[config.mk]
export PLATFORM = sky130hd
export DESIGN_NAME = vga_timing_gen
export DESIGN_NICKNAME = d
export VERILOG_FILES = /design/src/rtl/vga_timing_pkg.sv /design/src/rtl/vga_axis_cnt.sv /design/src/rtl/vga_timing_gen.sv
export SDC_FILE = /design/constraint.sdc
export NUM_CORES = 1
export LEC_CHECK = 0
export CAP_MARGIN = 25
export CORE_MARGIN = 4
export CORE_UTILIZATION = 49
export DETAILED_ROUTE_END_ITERATION = 10
export PLACE_DENSITY = 0.75
export SYNTH_ARGS = -nofsm -noshare
export SYNTH_HDL_FRONTEND = slang
export SYNTH_SLANG_ARGS = --single-unit
[constraint.sdc]
create_clock -name clk25 -period 3 [get_ports clk25]
set_input_delay 0.45 -clock clk25 [delete_from_list [all_inputs] [get_ports clk25]]
set_output_delay 0.45 -clock clk25 [all_outputs]
set_load 0.005 [all_outputs]
[src/rtl/vga_timing_pkg.sv]
// vga_timing_pkg: shared raster timing constants for the VGA timing generator.
// Holds the default 640x480@60 set, an 800x600@72 alternate set and the
// helper that sums one axis into its total period.
package vga_timing_pkg;

  // 640x480@60 (25.175 MHz nominal pixel clock, negative syncs)
  localparam int VGA640_H_ACTIVE = 640;
  localparam int VGA640_H_FP     = 16;
  localparam int VGA640_H_SYNC   = 96;
  localparam int VGA640_H_BP     = 48;
  localparam int VGA640_V_ACTIVE = 480;
  localparam int VGA640_V_FP     = 10;
  localparam int VGA640_V_SYNC   = 2;
  localparam int VGA640_V_BP     = 33;
  localparam bit VGA640_HS_POL   = 1'b0;
  localparam bit VGA640_VS_POL   = 1'b0;

  // 800x600@72 (50 MHz pixel clock, positive syncs)
  localparam int SVGA800_H_ACTIVE = 800;
  localparam int SVGA800_H_FP     = 56;
  localparam int SVGA800_H_SYNC   = 120;
  localparam int SVGA800_H_BP     = 64;
  localparam int SVGA800_V_ACTIVE = 600;
  localparam int SVGA800_V_FP     = 37;
  localparam int SVGA800_V_SYNC   = 6;
  localparam int SVGA800_V_BP     = 23;
  localparam bit SVGA800_HS_POL   = 1'b1;
  localparam bit SVGA800_VS_POL   = 1'b1;

  // Total period of one axis: visible region plus both porches and the sync pulse
  function automatic int axis_total(input int active, input int fp, input int sync, input int bp);
    return active + fp + sync + bp;
  endfunction

endpackage

[src/rtl/vga_axis_cnt.sv]
// vga_axis_cnt: one raster axis (horizontal or vertical). Owns the position
// counter and decodes the value the counter will hold after this clock, so
// the parent can register every output against the same pixel.
module vga_axis_cnt
  import vga_timing_pkg::*;
#(
  parameter int ACTIVE = VGA640_H_ACTIVE,
  parameter int FP     = VGA640_H_FP,
  parameter int SYNC   = VGA640_H_SYNC,
  parameter int BP     = VGA640_H_BP,
  parameter bit POL    = 1'b0,
  parameter int CNT_W  = 11
) (
  input  logic             clk,
  input  logic             rst,
  input  logic             step,
  output logic [CNT_W-1:0] cnt_next,
  output logic             wrap,
  output logic             sync_next,
  output logic             active_next,
  output logic             first_next,
  output logic             last_next
);

  localparam int               TOTAL      = axis_total(ACTIVE, FP, SYNC, BP);
  localparam logic [CNT_W-1:0] LAST_CNT   = CNT_W'(TOTAL - 1);
  localparam logic [CNT_W-1:0] ONE        = CNT_W'(1);
  localparam logic [CNT_W-1:0] ACT_END    = CNT_W'(ACTIVE);
  localparam logic [CNT_W-1:0] ACT_LAST   = CNT_W'(ACTIVE - 1);
  localparam logic [CNT_W-1:0] SYNC_START = CNT_W'(ACTIVE + FP);
  localparam logic [CNT_W-1:0] SYNC_END   = CNT_W'(ACTIVE + FP + SYNC);

  logic [CNT_W-1:0] cnt;
  logic             in_sync;

  // Counter never goes past TOTAL-1; equality compare keeps the wrap exact
  assign wrap = (cnt == LAST_CNT);

  // Upcoming position and its region decode (equals cnt when not stepping)
  always_comb begin
    cnt_next = cnt;
    if (step) begin
      cnt_next = wrap ? '0 : cnt + ONE;
    end
    in_sync     = (cnt_next >= SYNC_START) && (cnt_next < SYNC_END);
    sync_next   = in_sync ? POL : ~POL;
    active_next = (cnt_next < ACT_END);
    first_next  = (cnt_next == '0);
    last_next   = (cnt_next == ACT_LAST);
  end

  // Reset parks the counter on its last value so the first step lands on 0
  always_ff @(posedge clk) begin
    if (rst) begin
      cnt <= LAST_CNT;
    end else begin
      cnt <= cnt_next;
    end
  end

endmodule

[src/rtl/vga_timing_gen.sv]
// vga_timing_gen: parametrised raster timing generator with pixel clock-enable,
// selectable sync polarity, fully registered outputs and line/frame markers.
// Optional feature macro VGA_TIMING_FRAME_CNT_EN adds a 16-bit frame counter.
module vga_timing_gen
  import vga_timing_pkg::*;
#(
  parameter int H_ACTIVE = VGA640_H_ACTIVE,
  parameter int H_FP     = VGA640_H_FP,
  parameter int H_SYNC   = VGA640_H_SYNC,
  parameter int H_BP     = VGA640_H_BP,
  parameter int V_ACTIVE = VGA640_V_ACTIVE,
  parameter int V_FP     = VGA640_V_FP,
  parameter int V_SYNC   = VGA640_V_SYNC,
  parameter int V_BP     = VGA640_V_BP,
  parameter bit HS_POL   = VGA640_HS_POL,
  parameter bit VS_POL   = VGA640_VS_POL,
  parameter int CNT_W    = 11
) (
  input  logic             clk25,
  input  logic             rst,
  input  logic             pix_ce,
  output logic             hsync,
  output logic             vsync,
  output logic [CNT_W-1:0] x,
  output logic [CNT_W-1:0] y,
  output logic             video_on,
  output logic             sol,
  output logic             eol,
  output logic             sof,
`ifdef VGA_TIMING_FRAME_CNT_EN
  output logic [15:0]      frame_cnt,
`endif
  output logic             eof
);

  logic [CNT_W-1:0] h_next, v_next;
  logic             h_wrap, v_wrap;
  logic             h_sync_n, h_act_n, h_first_n, h_last_n;
  logic             v_sync_n, v_act_n, v_first_n, v_last_n;
  logic             v_step;

  assign v_step = pix_ce & h_wrap;

  vga_axis_cnt #(
    .ACTIVE(H_ACTIVE), .FP(H_FP), .SYNC(H_SYNC), .BP(H_BP),
    .POL(HS_POL), .CNT_W(CNT_W)
  ) u_h (
    .clk(clk25), .rst(rst), .step(pix_ce),
    .cnt_next(h_next), .wrap(h_wrap), .sync_next(h_sync_n),
    .active_next(h_act_n), .first_next(h_first_n), .last_next(h_last_n)
  );

  vga_axis_cnt #(
    .ACTIVE(V_ACTIVE), .FP(V_FP), .SYNC(V_SYNC), .BP(V_BP),
    .POL(VS_POL), .CNT_W(CNT_W)
  ) u_v (
    .clk(clk25), .rst(rst), .step(v_step),
    .cnt_next(v_next), .wrap(v_wrap), .sync_next(v_sync_n),
    .active_next(v_act_n), .first_next(v_first_n), .last_next(v_last_n)
  );

  // Register every output from the upcoming counter values so all of them describe the same pixel
  always_ff @(posedge clk25) begin
    if (rst) begin
      x        <= '0;
      y        <= '0;
      hsync    <= ~HS_POL;
      vsync    <= ~VS_POL;
      video_on <= 1'b0;
      sol      <= 1'b0;
      eol      <= 1'b0;
      sof      <= 1'b0;
      eof      <= 1'b0;
    end else if (pix_ce) begin
      x        <= h_next;
      y        <= v_next;
      hsync    <= h_sync_n;
      vsync    <= v_sync_n;
      video_on <= h_act_n & v_act_n;
      sol      <= h_first_n;
      eol      <= h_last_n & v_act_n;
      sof      <= h_first_n & v_first_n;
      eof      <= h_last_n & v_last_n;
    end
  end

`ifdef VGA_TIMING_FRAME_CNT_EN
  // Count frames on the same edge that raises sof, so the first frame reads 1
  always_ff @(posedge clk25) begin
    if (rst) begin
      frame_cnt <= '0;
    end else if (pix_ce && h_first_n && v_first_n) begin
      frame_cnt <= frame_cnt + 16'd1;
    end
  end
`endif

endmodule
==> impl_metrics.sql <==
INSERT INTO impl_metrics (metric_group, metric, value, unit) VALUES
('status', 'run_status', 'complete, no violations', ''),
('clocking', 'clk_root_buf', 'sky130_fd_sc_hd__clkbuf_8', ''),
('synth', 'synth.largest_area_cell', 'sky130_fd_sc_hd__dfxtp_1', ''),
('cells_and_area', 'drive_gt1_frac', '0.108', ''),
('synth', 'synthesis.area', '0.00243', 'mm^2'),
('sta', 'worst-slew-pin-transition', '507', 'ps'),
('cells_and_area', 'diodes', '0', ''),
('clocking', 'cts.sinks', '51', ''),
('synth', 'synth_top_family_by_area', 'simple AND/OR/NAND/NOR gates', ''),
('route', 'viasPerCell', '5.49', ''),
('grt', 'grt_start_max_net_pins', '38', ''),
('synth', 'synth-simple-area-share', '0.300', ''),
('clocking', 'number_of_buffers_created_by_cts', '5', ''),
('cells_and_area', 'area_growth', '24.0', '%'),
('synth', 'netlist-cell-type-count', '41', ''),
('clocking', 'max-clock-path-buffers', '2', ''),
('synth', 'synth_edf_count', '0', ''),
('route', 'dr_total_vias', '2195', ''),
('synth', 'yosys_register_bits', '51', ''),
('sta', 'final.setup_skew', '3.57', 'ps'),
('setup_path', 'critPathMaxFanout', '7', ''),
('power', 'power_report.internal_total', '0.00145', 'W'),
('route', 'dr_iter_0_viols', '191', ''),
('setup_path', 'critPathLaunchType', 'flip-flop', ''),
('power', 'ir_worst_vdd', '0.356', 'mV'),
('route', 'antenna_violating_nets_post_route', '0', ''),
('die', 'die-area', '0.00615', 'mm^2'),
('sta', 'fin_tns_setup', '0', 'ps'),
('placed_design', 'port-buffer-count', '31', ''),
('route', 'drt-wirelength-per-cell', '14.0', 'um'),
('synth', 'yosys_most_used_dff', 'sky130_fd_sc_hd__dfxtp_1', ''),
('synth', 'synth_top_cell_area_share', '0.420', ''),
('sta', 'maxClockFrequency', '352', 'MHz'),
('synth', 'synthesis.yosys.warnings', '0', ''),
('sta', 'slew_viol_final', '0', ''),
('sta', 'setup_violations', '0', ''),
('synth', 'synth.yosys.seq_area_share', '0.420', ''),
('route', 'detail_route.wirelength', '5600', 'um'),
('die', 'die_w', '78.4', 'um'),
('power', 'power.switching', '0.000792', 'W'),
('synth', 'post_synth_inst_count', '293', ''),
('sta', 'min_period_over_period', '0.947', ''),
('synth', 'compound_gate_fraction_of_synth_area', '0.150', ''),
('synth', 'post_synth.cell_area_avg', '8.29', 'um^2'),
('die', 'initial_core_util', '0.511', ''),
('setup_path', 'cp_data_required_time', '3220', 'ps'),
('clocking', 'h_tree_depth', '2', ''),
('die', 'core', '0.00475', 'mm^2'),
('route', 'drtPass1Iterations', '5', ''),
('flow_run', 'maxCapViolations', '0', ''),
('placed_design', 'finalWeightedCongestion', '0.932', ''),
('cells_and_area', 'n_fill_cell', '431', ''),
('setup_path', 'timing.critical_path.arrival', '3060', 'ps'),
('placed_design', 'dp_hpwl', '4060', 'um'),
('route', 'drc_errors', '0', ''),
('die', 'floorplan.rows', '25', ''),
('sta', 'min_period', '2840', 'ps'),
('power', 'power_frac_comb', '0.394', ''),
('synth', 'synth.area.top_cells', 'sky130_fd_sc_hd__dfxtp_1 (42%), sky130_fd_sc_hd__nor2_1 (6.5%), sky130_fd_sc_hd__a211oi_1 (4.6%)', ''),
('die', 'num_io_pins', '32', ''),
('sta', 'worst_slew_margin_rel', '0.660', ''),
('clocking', 'clock_tree_from_tritoncts', 'yes', ''),
('power', 'power.density_cell_area', '745', 'mW/mm^2'),
('synth', 'postSynthNetCount', '299', ''),
('grt', 'grt_pass1_vias', '1986', ''),
('synth', 'synthAdderAreaFrac', '0.0154', ''),
('synth', 'postSynth.asyncResetShare', '0', ''),
('grt', 'grt_pass1_wl', '9420', 'um'),
('power', 'power_leakage', '1.14', 'nW'),
('power', 'clock_power_share', '0.218', ''),
('cells_and_area', 'design.final.nets', '338', '');
[registers in the layout, indices dropped and copies added (netlist names)]
signal / count
u_v.cnt: 11
y: 11
sol: 1
video_on: 1
eol: 1
vsync: 1
sof: 1
hsync: 1
x: 11
u_h.cnt: 11
eof: 1
[cells in the final DEF, fill, tap and decap left out, types with 6 or more instances in the layout]
cell type                         synthesis  routed
sky130_fd_sc_hd__clkbuf_8                 0       6
sky130_fd_sc_hd__clkdlybuf4s50_1          0      30
sky130_fd_sc_hd__mux2i_1                  6       6
sky130_fd_sc_hd__xnor2_1                 11      11
sky130_fd_sc_hd__a211oi_1                15      15
sky130_fd_sc_hd__nand2b_1                 6       6
sky130_fd_sc_hd__a21oi_1                 14      14
sky130_fd_sc_hd__nor4_1                   6       6
sky130_fd_sc_hd__nor2b_1                  7       7
sky130_fd_sc_hd__dfxtp_1                 51      50
sky130_fd_sc_hd__and3_1                   6       6
sky130_fd_sc_hd__nand3_1                  8       8
sky130_fd_sc_hd__o21ai_0                 19      19
sky130_fd_sc_hd__buf_4                    0      19
sky130_fd_sc_hd__inv_1                    8       8
sky130_fd_sc_hd__nand2_1                 21      21
sky130_fd_sc_hd__nor3_1                  10       9
sky130_fd_sc_hd__nor2_1                  42      42
[power by group through the flow]
stage | sequential, W | combinational (W) | clock [W]
after global placement | 0.000879 | 0.000858 | 0
after global routing | 0.000888 | 0.000988 | 0.000530
after detailed placement | 0.000882 | 0.000870 | 0
final | 0.000870 | 0.000885 | 0.000490
after CTS | 0.000867 | 0.000876 | 0.000497
after floorplan | 0.000867 | 0.000569 | 0
[worst paths after layout]
| check | slack, ps | from | to | depth (start not counted) |
|---|---|---|---|---|
| hold / removal | 460 | eol$_SDFFE_PP0P_ | eol$_SDFFE_PP0P_ | 2 |
| hold reg to reg | 460 | eol$_SDFFE_PP0P_ | eol$_SDFFE_PP0P_ | 2 |
| setup / recovery | 160 | u_h.cnt[10]$_SDFF_PP0_ | eof$_SDFFE_PP0P_ | 7 |
| setup reg to reg | 160 | u_h.cnt[10]$_SDFF_PP0_ | eof$_SDFFE_PP0P_ | 7 |
[cells by family (layout without fill, tap and decap cells)]
| kind of cell | after synthesis | in the layout |
|---|---|---|
| XOR/XNOR | 13 | 13 |
| AO/OA/AOI/OAI | 59 | 59 |
| multiplexers | 6 | 6 |
| buffers and inverters | 26 | 66 |
| AND/OR/NAND/NOR | 135 | 135 |
| flip-flops | 51 | 51 |
| adder cells (fa/ha/maj) | 3 | 3 |
[layer usage]
layer,vias to the layer above,wire length [um],global-route usage
met5,-,0,0
met4,0,38,0.0472
met3,6,322,0.0344
met2,73,2460,0.297
met1,988,2780,0.270
li1,1128,-,-
[metrics by stage]
step | util | total power [W] | cells | setup slack [ps] | instance area (um^2)
finish | 0.634 | 0.00224 | 400 | 159 | 3010
CTS | 0.632 | 0.00224 | 400 | 53.0 | 3000
global placement | 0.607 | 0.00174 | 392 | 118 | 2890
detailed placement | 0.607 | 0.00175 | 392 | 76.3 | 2890
floorplan | - | 0.00144 | 293 | 96.4 | 2430
global route | 0.634 | 0.00241 | 400 | 26.3 | 3010
[layout make-up]
cell class | count | area, um^2 | share of cell area
Clock inverter | 2 | 35.0 | 0.0116
Clock buffer | 6 | 82.6 | 0.0274
Sequential cell | 51 | 1020 | 0.339
Timing Repair Buffer | 50 | 448 | 0.149
Inverter | 8 | 30.0 | 0.00997
Tap cell | 67 | 83.8 | 0.0278
Multi-Input combinational cell | 216 | 1310 | 0.435
[critical path, stage by stage (launching register included)]
cell and delay (ps):
sky130_fd_sc_hd__dfxtp_1 350, sky130_fd_sc_hd__or4_4 560, sky130_fd_sc_hd__or4_4 500, sky130_fd_sc_hd__nor3_4 210
sky130_fd_sc_hd__xnor2_1 100, sky130_fd_sc_hd__or3_4 400, sky130_fd_sc_hd__or4_1 400, sky130_fd_sc_hd__o31ai_1 230
[what timing repair did]
item	in CTS	in global routing
buffers inserted	0	0
endpoints found under the setup margin	0	2
resized for setup	0	3
(Power assumes the default switching activity.)
